[src/rtl/ac_mc_pkg.sv]
// Shared definitions for the multi-channel analog comparator controller:
// register offsets, mode-register layout and channel state encoding.
package ac_mc_pkg;

  localparam int unsigned REG_ENABLE = 32'd0;
  localparam int unsigned REG_STATUS = 32'd1;
  localparam int unsigned REG_IFLAG  = 32'd2;
  localparam int unsigned REG_ID     = 32'd3;
  localparam int unsigned REG_MODE0  = 32'd4;

  typedef enum logic [1:0] {
    EDGE_NONE = 2'b00,
    EDGE_RISE = 2'b01,
    EDGE_FALL = 2'b10,
    EDGE_BOTH = 2'b11
  } edge_mode_e;

  typedef enum logic [1:0] {
    ST_OFF    = 2'b00,
    ST_SETTLE = 2'b01,
    ST_RUN    = 2'b10
  } chan_state_e;

  typedef struct packed {
    logic       ie;
    logic [1:0] rsvd;
    logic [2:0] flen;
    edge_mode_e edge_sel;
  } mode_reg_t;

  // True when a filtered transition in the given direction should raise a flag.
  function automatic logic edge_match(edge_mode_e mode, logic rising);
    logic hit;
    case (mode)
      EDGE_NONE: hit = 1'b0;
      EDGE_RISE: hit = rising;
      EDGE_FALL: hit = ~rising;
      EDGE_BOTH: hit = 1'b1;
      default:   hit = 1'b0;
    endcase
    return hit;
  endfunction

endpackage

[src/rtl/ac_mc_if.sv]
// Register bus between the system and the comparator controller.
interface ac_mc_if #(
  parameter int ADDR_W = 4
) ();

  logic [ADDR_W-1:0] addr;
  logic              we;
  logic [7:0]        wdata;
  logic              re;
  logic [7:0]        rdata;

  modport master (output addr, output we, output wdata, output re, input rdata);
  modport slave  (input addr, input we, input wdata, input re, output rdata);

endinterface

[src/rtl/ac_mc_chan.sv]
// One comparator channel: 2-flop synchroniser, OFF/SETTLE/RUN sequencing,
// settle counter, glitch filter and edge-flag request.
module ac_mc_chan
  import ac_mc_pkg::*;
#(
  parameter int SETTLE = 8
) (
  input  logic       clk,
  input  logic       rst,
  input  logic       acout,
  input  logic       en_nxt,
  input  logic [2:0] flen,
  input  edge_mode_e edge_sel,
  output logic       filt,
  output logic       flag_set
);

  logic        sync1_r;
  logic        sync2_r;
  chan_state_e state_r;
  logic [7:0]  settle_r;
  logic [2:0]  cnt_r;
  logic        filt_r;
  logic        toggle_s;

  // Synchroniser runs in every state so RUN starts from a settled sample.
  always_ff @(posedge clk or negedge rst) begin
    if (!rst) begin
      sync1_r <= 1'b0;
      sync2_r <= 1'b0;
    end else begin
      sync1_r <= acout;
      sync2_r <= sync2_r ^ (sync2_r ^ sync1_r);
    end
  end

  // en_nxt is the post-write enable, so a disable takes hold on the write edge.
  always_comb begin
    toggle_s = 1'b0;
    if (en_nxt && (state_r == ST_RUN) && (sync2_r != filt_r) && (cnt_r >= flen)) begin
      toggle_s = 1'b1;
    end else begin
      toggle_s = 1'b0;
    end
  end

  // Channel sequencing, settle countdown and glitch filter.
  always_ff @(posedge clk or negedge rst) begin
    if (!rst) begin
      state_r  <= ST_OFF;
      settle_r <= 8'd0;
      cnt_r    <= 3'd0;
      filt_r   <= 1'b0;
    end else if (!en_nxt) begin
      state_r  <= ST_OFF;
      settle_r <= 8'd0;
      cnt_r    <= 3'd0;
      filt_r   <= 1'b0;
    end else begin
      case (state_r)
        ST_OFF: begin
          state_r  <= ST_SETTLE;
          settle_r <= 8'(SETTLE - 1);
        end
        ST_SETTLE: begin
          if (settle_r == 8'd0) begin
            state_r <= ST_RUN;
            filt_r  <= sync2_r;
            cnt_r   <= 3'd0;
          end else begin
            settle_r <= settle_r - 8'd1;
          end
        end
        ST_RUN: begin
          if (sync2_r == filt_r) begin
            cnt_r <= 3'd0;
          end else if (toggle_s) begin
            filt_r <= ~filt_r;
            cnt_r  <= 3'd0;
          end else begin
            cnt_r <= cnt_r + 3'd1;
          end
        end
        default: begin
          state_r <= ST_OFF;
        end
      endcase
    end
  end

  assign filt     = filt_r;
  assign flag_set = toggle_s & edge_match(edge_sel, ~filt_r);

endmodule

[src/rtl/ac_mc.sv]
// Multi-channel analog comparator controller: register bank, interrupt
// flags, read mux and NCH generated channel instances.
module ac_mc
  import ac_mc_pkg::*;
#(
  parameter int ID     = 1,
  parameter int NCH    = 4,
  parameter int SETTLE = 8,
  parameter int ADDR_W = 4
) (
  input  logic           clk,
  input  logic           rst,
  ac_mc_if.slave         bus,
  input  logic [NCH-1:0] acout,
  output logic [NCH-1:0] acenable,
  output logic           irq
);

  logic [NCH-1:0] enable_r;
  logic [NCH-1:0] en_nxt_s;
  logic [NCH-1:0] iflag_r;
  logic [NCH-1:0] w1c_s;
  logic [NCH-1:0] set_s;
  logic [NCH-1:0] filt_s;
  logic [NCH-1:0] ie_s;
  mode_reg_t      mode_r [NCH];
  logic [7:0]     rdata_s;
  logic [7:0]     rdata_r;

  // Post-write enable and clear masks seen by the channels on this edge.
  always_comb begin
    en_nxt_s = enable_r;
    w1c_s    = {NCH{1'b0}};
    if (bus.we && (bus.addr == ADDR_W'(REG_ENABLE))) begin
      en_nxt_s = bus.wdata[NCH-1:0];
    end else begin
      en_nxt_s = enable_r;
    end
    if (bus.we && (bus.addr == ADDR_W'(REG_IFLAG))) begin
      w1c_s = bus.wdata[NCH-1:0];
    end else begin
      w1c_s = {NCH{1'b0}};
    end
  end

  // Enable and flag registers; a flag set beats a same-cycle clear.
  always_ff @(posedge clk or negedge rst) begin
    if (!rst) begin
      enable_r <= {NCH{1'b0}};
      iflag_r  <= {NCH{1'b0}};
    end else begin
      enable_r <= en_nxt_s;
      iflag_r  <= (iflag_r & ~w1c_s) | set_s;
    end
  end

  // Per-channel mode registers.
  always_ff @(posedge clk or negedge rst) begin
    if (!rst) begin
      for (int c = 0; c < NCH; c++) begin
        mode_r[c] <= mode_reg_t'(8'h00);
      end
    end else begin
      for (int c = 0; c < NCH; c++) begin
        if (bus.we && (bus.addr == ADDR_W'(REG_MODE0 + c))) begin
          mode_r[c] <= mode_reg_t'(bus.wdata);
        end
      end
    end
  end

  // Read mux over the current register contents (pre-write on a same-cycle write).
  always_comb begin
    rdata_s = 8'h00;
    if (bus.addr == ADDR_W'(REG_ENABLE)) begin
      rdata_s = 8'(enable_r);
    end else if (bus.addr == ADDR_W'(REG_STATUS)) begin
      rdata_s = 8'(filt_s);
    end else if (bus.addr == ADDR_W'(REG_IFLAG)) begin
      rdata_s = 8'(iflag_r);
    end else if (bus.addr == ADDR_W'(REG_ID)) begin
      rdata_s = 8'(ID);
    end else begin
      for (int c = 0; c < NCH; c++) begin
        if (bus.addr == ADDR_W'(REG_MODE0 + c)) begin
          rdata_s = mode_r[c];
        end else begin
          rdata_s = rdata_s;
        end
      end
    end
  end

  // Read data holds until the next read strobe.
  always_ff @(posedge clk or negedge rst) begin
    if (!rst) begin
      rdata_r <= 8'h00;
    end else if (bus.re) begin
      rdata_r <= rdata_s;
    end
  end

  // Gather the interrupt enables out of the mode registers.
  always_comb begin
    ie_s = {NCH{1'b0}};
    for (int c = 0; c < NCH; c++) begin
      ie_s[c] = mode_r[c].ie;
    end
  end

  for (genvar c = 0; c < NCH; c++) begin : g_chan
    ac_mc_chan #(
      .SETTLE (SETTLE)
    ) u_chan (
      .clk      (clk),
      .rst      (rst),
      .acout    (acout[c]),
      .en_nxt   (en_nxt_s[c]),
      .flen     (mode_r[c].flen),
      .edge_sel (mode_r[c].edge_sel),
      .filt     (filt_s[c]),
      .flag_set (set_s[c])
    );
  end

  assign bus.rdata = rdata_r;
  assign acenable  = enable_r;
  assign irq       = |(iflag_r & ie_s);

endmodule
[src/flat_wrapper.sv]
// flat-port wrapper written by rule: the top's interface ports become plain ports
module ac_mc_flat import ac_mc_pkg::*;
#(
  parameter int ID     = 1,
  parameter int NCH    = 4,
  parameter int SETTLE = 8,
  parameter int ADDR_W = 4
)
  (clk, rst, acout, acenable, irq, bus_addr, bus_we, bus_wdata, bus_re, bus_rdata);
  ac_mc_if #(.ADDR_W(ADDR_W)) bus_i ();
  input  logic clk;
  input  logic rst;
  input  logic [NCH-1:0] acout;
  output logic [NCH-1:0] acenable;
  output logic irq;
  input wire logic [$bits(bus_i.addr)-1:0] bus_addr;
  input wire logic [$bits(bus_i.we)-1:0] bus_we;
  input wire logic [$bits(bus_i.wdata)-1:0] bus_wdata;
  input wire logic [$bits(bus_i.re)-1:0] bus_re;
  output wire logic [$bits(bus_i.rdata)-1:0] bus_rdata;
  assign bus_i.addr = bus_addr;
  assign bus_i.we = bus_we;
  assign bus_i.wdata = bus_wdata;
  assign bus_i.re = bus_re;
  assign bus_rdata = bus_i.rdata;
  ac_mc #(.ID(ID), .NCH(NCH), .SETTLE(SETTLE), .ADDR_W(ADDR_W)) u_core (.clk(clk), .rst(rst), .bus(bus_i), .acout(acout), .acenable(acenable), .irq(irq));
endmodule
[config.mk]
export PLATFORM = sky130hd
export DESIGN_NAME = ac_mc_flat
export DESIGN_NICKNAME = d
export VERILOG_FILES = /design/src/rtl/ac_mc_pkg.sv /design/src/rtl/ac_mc_if.sv /design/src/rtl/ac_mc_chan.sv /design/src/rtl/ac_mc.sv /design/src/flat_wrapper.sv
export SDC_FILE = /design/constraint.sdc
export NUM_CORES = 1
export LEC_CHECK = 0
export ABC_CLOCK_PERIOD_IN_PS = 5700
export BUFFER_PORTS_ARGS = -buffer_cell sky130_fd_sc_hd__buf_2
export CORE_ASPECT_RATIO = 1.1
export CORE_MARGIN = 4
export CORE_UTILIZATION = 45
export CTS_BUF_LIST = sky130_fd_sc_hd__clkbuf_8
export DETAILED_ROUTE_END_ITERATION = 8
export PLACE_DENSITY = 0.67
export SYNTH_ARGS = -nofsm -noshare
export SYNTH_HDL_FRONTEND = slang
export SYNTH_SLANG_ARGS = --single-unit
[constraint.sdc]
create_clock -name clk -period 5.7 [get_ports clk]
set_input_delay 1.14 -clock clk [delete_from_list [all_inputs] [get_ports clk]]
set_output_delay 1.14 -clock clk [all_outputs]
set_load 0.03 [all_outputs]
==> results of run 1 <==
## logic make-up (layout without fill, tap and decap cells)
kind of cell             after synthesis  after routing
AND/OR/NAND/NOR                      166            166
XOR/XNOR                              20             20
adder cells (fa/ha/maj)               39             39
flip-flops                           112            112
buffers and inverters                 64            101
multiplexers                          53             53
AO/OA/AOI/OAI                        108            108
## layout by cell type, fill, tap and decap left out, types with 5 or more instances in the layout
cell type  synthesis  layout
nor3_1            12      12
nand3_1           14      14
mux2_2            31      31
dfrtp_1          112     112
ha_1              39      39
nor2_1            49      49
nor2b_1           13      13
clkbuf_8           0      10
xor2_1            14      14
a31oi_1            5       5
nor4_1             6       6
nand2_1           36      36
inv_1             51      51
a21oi_1           23      23
a21o_1             5       5
mux2i_1           13      13
buf_2              1      31
o21ai_0           29      29
a211oi_1          11      11
nand2b_1           5       5
xnor2_1            6       6
mux4_2             8       8
## layer usage
metal	share of wire	vias up	routed length (um)
met2	0.50	67	6070
met5	0	-	0
li1	-	2060	-
met1	0.45	2096	5570
met3	0.032	14	389
met4	0.018	0	222
## worst max path at each step
| stage | from | to | cells after the start |
|---|---|---|---|
| floorplan | bus_addr[0] | u_core.g_chan[1].u_chan.cnt_r[2]$_DFFE_PN0P_ | 8 |
| global placement | bus_addr[0] | u_core.iflag_r[2]$_DFF_PN0_ | 6 |
| detailed placement | bus_addr[0] | u_core.iflag_r[2]$_DFF_PN0_ | 6 |
| CTS | bus_addr[0] | u_core.iflag_r[2]$_DFF_PN0_ | 6 |
| global route | bus_addr[0] | u_core.iflag_r[2]$_DFF_PN0_ | 6 |
| finish | bus_addr[0] | u_core.iflag_r[2]$_DFF_PN0_ | 6 |
## metrics by stage
step / util / instance area, um2 / hold slack (ns) / worst slack (ns) / cells
CTS: 0.511 / 6540 / 0.366 / 2.47 / 756
global route: 0.511 / 6540 / 0.378 / 2.35 / 756
global placement: 0.491 / 6280 / 0.334 / 2.16 / 740
finish: 0.511 / 6540 / 0.360 / 2.50 / 756
detailed placement: 0.491 / 6280 / 0.336 / 2.03 / 740
floorplan: - / 5980 / 0.405 / 2.62 / 562
## power breakdown
group          internal (mW)  switching [mW]  total [mW]
logic                  0.378           0.530       0.908
clock network          0.306           0.277       0.583
registers              0.940           0.131        1.07
## layout make-up
| type | count | area (um2) |
|---|---|---|
| sequential | 112 | 2800 |
| clock inverter | 6 | 115 |
| timing repair buffer | 33 | 170 |
| tap | 157 | 196 |
| fill | 1143 | 6270 |
| inverter | 52 | 195 |
| clock buffer | 10 | 138 |
| multi-input combinational | 386 | 2920 |
## sequential cells by signal (all words and copies together) (netlist names)
name / flops
u_core.ie_s: 4
u_core.bus.rdata: 8
u_core.g_chan.u_chan.state_r: 8
u_core.g_chan.u_chan.sync1_r: 4
u_core.acenable: 4
u_core.g_chan.u_chan.settle_r: 32
u_core.g_chan.u_chan.filt: 4
u_core.iflag_r: 4
u_core.g_chan.u_chan.sync2_r: 4
u_core.mode_r: 28
u_core.g_chan.u_chan.cnt_r: 12
==> impl_metrics.ini, run 1 <==
[placement]
gp_congestion = 0.819
dpl.hpwl_um = 9060
portBuffers = 32

[clocking]
cts_made_buffers = 9
clock_latency_ns = 0.39
tritoncts = done
clock_sinks = 112
cts-htree-levels = 3
cts.hold.buffers_added = 0
ctsResizeCount = 0
cts_root_buffer = clkbuf_8
clk_pin_slew_ns = 0.11
post-cts-setup-buffers = 0
cts.path.max_buffers = 2

[yosys]
yosys-top-cells-area = dfrtp_1 (47%), ha_1 (8.2%), mux2_2 (5.8%), inv_1 (3.2%), nor2_1 (3.1%)
synth_edf_count = 0
yosysWarnings = 0
synth_xor_area_frac = 0.0293
seq_area_frac_synth = 0.468
yosysTopAreaCell = dfrtp_1
async_flop_share = 1.00
syn_avg_cell_area_um2 = 10.6
yosys.area.top_type_share = 0.468
synth_top_flop_cell = dfrtp_1
synth.cell_area_um2 = 5980
yosys.area_share.simple = 0.147
ys_types = 57
synth.mux.area_fraction = 0.113
synth_seq_cells = 112
netlist_instances = 562
synth_nets = 621
synth_common_cells = dfrtp_1 (112), inv_1 (51), nor2_1 (49), ha_1 (39), nand2_1 (36)
synth_top_family_by_area = simple AND/OR/NAND/NOR gates
yosys.area_share.adder = 0.0816
yosysMostFrequentCell = dfrtp_1
synth_compound_area_frac = 0.118

[timing]
fin_worst_skew_ns = 0.00883
relSlewSlack = 0.351
fin_tns_setup_ns = 0
hold_viol_final = 0
setup_viol = 0
rsz0062_at_grt = false
worst_pin_slew_ns = 0.946
period_needed_ns = 3.20
max_freq_mhz = 312
finalMaxSlewViolations = 0
period_share = 0.562

[die]
row_count = 43
fp.dieH_um = 129
ioPinCount = 33
core_area_um2 = 12800
dieArea_um2 = 15200
initial_core_util = 0.467
die_w_um = 118

[critical_path]
rrSetupSlack_ns = 3.26
required_ns = 5.98
path_cells = buf_2 > or4b_4 > nor2_8 > mux2i_1 > inv_1 > a32o_1
crit_fanout = 19
cp.arrival_ns = 3.49
cp-end-kind = register
worstSetupPathType = primary input to register
critPathBufInv = 2
crit_family = simple AND/OR/NAND/NOR gates
reg2reg_depth = 7
cpMaxStageDelayCell = mux2i_1
critPathLaunchType = primary input
r2r_start = u_core.g_chan[1].u_chan.settle_r[0]$_DFFE_PN0P_
worstReg2RegEnd = u_core.g_chan[1].u_chan.cnt_r[2]$_DFFE_PN0P_
max_stage_delay_ns = 0.81

[global_route]
met1_usage = 0.218
grt_max_degree = 68
top_usage_layer = met2
use_met3 = 0.0290
use_met2 = 0.291
grtUsageTotal = 0.170
antenna_found_initial = 0
grt_pass1_wl_um = 21000
overflow = 0
grt_pass1_vias = 4344

[routing]
vias = 4237
wl_per_cell_um = 16.2
drtAntennaViolNets = 0
routed_wl_um = 12300
drc = 0
vias_per_cell = 5.60
dr.pass1.iters = 4
drtIter0Drc = 272

[cells_and_area]
nets = 653
n_antenna_cell = 0
drive_above_1_share = 0.167
area_growth_pct = 9.26

[power_and_ir_drop]
powerDensity_nw_per_um2 = 392
total_power_mw = 2.56
irDropWorstVdd_v = 0.000201
leakagePower_nw = 2.93

[worst_hold_path]
min_from = u_core.g_chan[1].u_chan.sync1_r$_DFF_PN0_
hold-path-endpoint = u_core.g_chan[1].u_chan.sync2_r$_DFF_PN0_
hold_depth = 0
min_path_type = register to register

[job]
drv_cap = 0

[status]
status = finished clean
Power figures use the tool's default switching activity.
==> run 2: changes to the inputs <==
- ABC_CLOCK_PERIOD_IN_PS: 5700 -> 2800
- PLACE_DENSITY: 0.67 -> 0.69
- clock period: 5.7 -> 2.8 ns (I/O delays scaled with it)
==> impl_metrics.ini, run 2 (synthesized netlist as in run 1, its figures left out) <==
[status]
status = finished clean

[timing]
setup_viol = 0
finalMaxSlewViolations = 0
hold_viol_final = 0
period_needed_ns = 2.25
fin_tns_setup_ns = 0
rsz0062_at_grt = false
max_freq_mhz = 444
fin_worst_skew_ns = 0.00801
worst_pin_slew_ns = 0.669
period_share = 0.804
relSlewSlack = 0.550
fin_ws_ns = 0.550

[power_and_ir_drop]
seqPwrFrac = 0.428
total_power_mw = 5.09
p_int_mw = 3.14
p_comb_frac = 0.375
powerDensity_nw_per_um2 = 773
irDropWorstVdd_v = 0.000309
pwr-share-clk = 0.197
leakagePower_nw = 2.97
p_switching_mw = 1.95
swShare = 0.383

[placement]
dpl.hpwl_um = 9350
gp_congestion = 0.858
place_ws_ns = 0.349
portBuffers = 32

[global_route]
grt_max_degree = 49
antenna_found_initial = 0
grt_pass1_vias = 4390
grt_pass1_wl_um = 21600
grtUsageTotal = 0.175
overflow = 0

[clocking]
cts_root_buffer = clkbuf_8
cts.hold.buffers_added = 0
clk_pin_slew_ns = 0.11
ctsResizeCount = 0
cts.path.max_buffers = 2
post-cts-setup-buffers = 0
tritoncts = done
clock_sinks = 112
cts_made_buffers = 9
cts-htree-levels = 3
clock_latency_ns = 0.39

[critical_path]
required_ns = 3.09
crit_fanout = 8
cp-end-kind = register
r2r_start = u_core.g_chan[3].u_chan.settle_r[4]$_DFFE_PN0P_
crit_path_start = u_core.g_chan[3].u_chan.settle_r[4]$_DFFE_PN0P_
cp.arrival_ns = 2.54
reg2reg_depth = 5
worstSetupPathType = register to register
worstReg2RegEnd = u_core.g_chan[3].u_chan.cnt_r[2]$_DFFE_PN0P_
rrSetupSlack_ns = 0.55
critPathLaunchType = register

[cells_and_area]
regArea_um2 = 2800
n_antenna_cell = 0
nets = 665
fin_util = 0.514
multi_input_area_um2 = 2920
drive_above_1_share = 0.183
layout_common_cells = dfrtp_1 (112), inv_1 (51), nor2_1 (49)
top_register = u_core.g_chan.u_chan.settle_r
largest_reg_flops = 32
final_common_cell = dfrtp_1
reg_top3 = u_core.g_chan.u_chan.settle_r: 32 flops, u_core.mode_r: 28 flops, u_core.g_chan.u_chan.cnt_r: 12 flops
area_growth_pct = 9.95
n_fill_cell = 1156

[routing]
drc = 0
drtIter0Drc = 266
vias_per_cell = 5.63
routed_wl_um = 12600
dr.pass1.iters = 4
vias = 4324
drtAntennaViolNets = 0
wl_per_cell_um = 16.4

[job]
drv_cap = 0

[die]
row_count = 43
die_w_um = 118
initial_core_util = 0.467
fp.dieH_um = 129
ioPinCount = 33
dieArea_um2 = 15200
core_area_um2 = 12800

[worst_hold_path]
min_path_type = primary input to asynchronous set/reset pin
run 2: cell types whose count changed in the layout (fill, tap and decap cells not counted):
cell / change
clkbuf_8: -1
bufinv_16: -2
buf_4: +12
clkinv_2: +1
inv_8: +1
clkinv_4: +1
run 2: power groups by stage:
stage	clock (mW)	sequential (mW)	combinational [mW]
after global placement	0	2.19	1.83
final	1.00	2.18	1.91
after floorplan	0	2.18	1.41
after global routing	1.12	2.22	2.15
after detailed placement	0	2.21	1.90
after CTS	1.05	2.18	1.91
run 2: stage by stage:
step                cells  area (um2)  hold slack, ns
CTS                   768        6580           0.160
global placement      752        6370           0.340
finish                768        6580           0.170
global route          768        6580           0.198
floorplan             562        5980           0.264
detailed placement    752        6370           0.340
run 2: cell type report:
class	count	share of cell area
repair buffers	45	0.0396
clock inverters	7	0.0122
multi-input cells	386	0.444
flip-flops and latches	112	0.426
inverters	52	0.0297
well taps	157	0.0299
clock buffers	9	0.0188
run 2: worst max-delay path by stage:
stage / end / slack [ns] / depth (start not counted)
2_1_floorplan: u_core.g_chan[1].u_chan.cnt_r[2]$_DFFE_PN0P_ / 0.30 / 8
3_3_place_gp: u_core.g_chan[3].u_chan.cnt_r[2]$_DFFE_PN0P_ / 0.40 / 6
5_1_grt: u_core.g_chan[3].u_chan.cnt_r[2]$_DFFE_PN0P_ / 0.36 / 5
6_report: u_core.g_chan[3].u_chan.cnt_r[2]$_DFFE_PN0P_ / 0.55 / 5
4_1_cts: u_core.g_chan[3].u_chan.cnt_r[2]$_DFFE_PN0P_ / 0.62 / 5
3_5_place_dp: u_core.g_chan[1].u_chan.cnt_r[1]$_DFFE_PN0P_ / 0.35 / 7
run 2: worst max-delay path, cell delays in order, from the launching register on:
cell     delay [ns]
dfrtp_1        0.42
nor4_1         0.59
a31oi_1        0.39
nor2_1         0.29
nor2_1         0.10
a221o_1        0.35
run 2: routing by layer:
metal	GRT usage	vias to the layer above	wire (um)
li1	-	2084	-
met1	0.224	2144	5590
met2	0.298	79	6200
met3	0.0382	17	585
met4	0.0628	0	208
met5	0	-	0
==> run 3: changes to the inputs <==
- ABC_CLOCK_PERIOD_IN_PS: 2800 -> 2000
- clock period: 2.8 -> 2 ns (I/O delays scaled with it)
==> impl_metrics.ini, run 3 (synthesized netlist as in run 1, its figures left out) <==
[placement]
gp_congestion = 0.832
portBuffers = 32
dpl.hpwl_um = 9640
post_dp_cell_area_um2 = 6650
dpl.cell_count = 777

[cells_and_area]
regArea_um2 = 2800
drive_above_1_share = 0.239
top_register = u_core.g_chan.u_chan.settle_r
n_antenna_cell = 0
n_fill_cell = 1126
reg_top3 = u_core.g_chan.u_chan.settle_r: 32 flops, u_core.mode_r: 28 flops, u_core.g_chan.u_chan.cnt_r: 12 flops
final_cells = 796
nets = 693
finalInstanceArea_um2 = 6880
largest_reg_flops = 32
multi_input_area_um2 = 3010
layout_common_cells = dfrtp_1 (112), inv_1 (49), nor2_1 (49)
final_common_cell = dfrtp_1
area_growth_pct = 14.9

[global_route]
antenna_found_initial = 0
grtUsageTotal = 0.177
grt_pass1_wl_um = 21700
overflow = 0
grt_max_degree = 42
grt_pass1_vias = 4429

[routing]
vias = 4386
met1Wirelength_um = 6020
drc = 0
drtAntennaViolNets = 0
wl_per_cell_um = 16.1
wl_met3_um = 536
drtIter0Drc = 252
top_layer = met4
route.met2.wl_um = 5990
dr.pass1.iters = 4
vias_per_cell = 5.51
routed_wl_um = 12800

[critical_path]
r2r_start = u_core.g_chan[1].u_chan.settle_r[0]$_DFFE_PN0P_
critPathLaunchType = register
worstReg2RegEnd = u_core.g_chan[1].u_chan.filt$_DFFE_PN0P_
crit_fanout = 5
reg2reg_depth = 8
required_ns = 2.29
cp.arrival_ns = 2.20
cp-end-kind = register
crit_path_start = u_core.g_chan[1].u_chan.settle_r[0]$_DFFE_PN0P_
rrSetupSlack_ns = 0.09
worstSetupPathType = register to register

[timing]
period_share = 0.954
rsz0062_at_grt = true
period_needed_ns = 1.91
fin_worst_skew_ns = 0.00673
finalMaxSlewViolations = 0
hold_viol_final = 0
max_freq_mhz = 524
setup_viol = 0
worst_pin_slew_ns = 0.543
relSlewSlack = 0.636

[job]
drv_cap = 0

[die]
core_area_um2 = 12800
dieArea_um2 = 15200
ioPinCount = 33
fp.dieH_um = 129
die_w_um = 118
initial_core_util = 0.467
row_count = 43

[worst_hold_path]
hold-path-endpoint = u_core.g_chan[0].u_chan.sync1_r$_DFF_PN0_
min_from = acout[0]
min_path_type = primary input to register
hold_depth = 1

[clocking]
cts_root_buffer = clkbuf_8
clock_sinks = 112
cts_made_buffers = 9
tritoncts = done
cts-htree-levels = 3
cts.path.max_buffers = 2
clock_latency_ns = 0.39
clk_pin_slew_ns = 0.10

[power_and_ir_drop]
leakagePower_nw = 3.12
irDropWorstVdd_v = 0.000462
powerDensity_nw_per_um2 = 1060

[status]
status = finished clean
run 3: cell types whose count changed in the layout (fill, tap and decap cells not counted), sizes merged:
cell,before,now
buf,45,72
clkinvlp,1,3
bufinv,1,0
clkbuf,9,10
clkinv,3,2
dlygate4sd3,0,1
inv,54,53
run 3: layout make-up:
type | count | area share
Tap cell | 157 | 0.0286
Clock inverter | 6 | 0.00528
Multi-Input combinational cell | 386 | 0.438
Sequential cell | 112 | 0.408
Timing Repair Buffer | 73 | 0.0724
Inverter | 52 | 0.0284
Clock buffer | 10 | 0.0200
run 3: worst max-delay path, cell delays in order (launching register included):
cell and delay [ns]:
dfrtp_1 0.39, inv_1 0.08, ha_1 0.16, or4b_4 0.50, o21ai_4 0.15, buf_4 0.16
o211ai_1 0.11, mux2i_1 0.19, nor2_1 0.06
run 3: how the worst max path moves through the flow:
stage / endpoint / slack [ns] / cells past startpoint
after floorplan: u_core.g_chan[0].u_chan.cnt_r[1]$_DFFE_PN0P_ / -0.26 / 8
after global placement: u_core.g_chan[0].u_chan.cnt_r[1]$_DFFE_PN0P_ / -0.27 / 7
after detailed placement: u_core.g_chan[0].u_chan.settle_r[4]$_DFFE_PN0P_ / -0.29 / 7
after CTS: u_core.g_chan[1].u_chan.filt$_DFFE_PN0P_ / 0.02 / 8
after global routing: u_core.g_chan[2].u_chan.cnt_r[2]$_DFFE_PN0P_ / -0.04 / 8
final: u_core.g_chan[1].u_chan.filt$_DFFE_PN0P_ / 0.09 / 8
run 3: report_power, final:
group / total (mW) / switching [mW] / internal (mW)
clock: 1.27 / 0.793 / 0.479
sequential: 3.04 / 0.358 / 2.68
combinational: 2.99 / 1.65 / 1.34
total: 7.30 / 2.80 / 4.50
run 3: metrics by stage:
stage	hold slack (ns)	power, mW	setup WS [ns]	setup TNS [ns]	util
finish	0.102	7.30	0.0922	0	0.537
global route	0.0835	7.85	-0.0417	-0.0443	0.537
floorplan	0.104	5.08	-0.258	-2.38	-
CTS	0.0786	7.28	0.0232	0	0.534
detailed placement	0.301	5.99	-0.287	-10.79	0.519
global placement	0.302	5.87	-0.269	-9.34	0.519
run 3: layer usage:
metal  GRT usage  vias to the layer above
li1            -                     2133
met1       0.233                     2161
met2       0.291                       78
met3      0.0352                       14
met4      0.0731                        0
met5           0                        -
run 3: repair_timing:
item                                    in CTS  in global routing
resized for setup                            1                  4
endpoints found under the setup margin       1                 12
buffers inserted                             0                  2
hold endpoints to repair                    15                  0
hold buffers                                 1                  0
pin swaps                                    0                  2
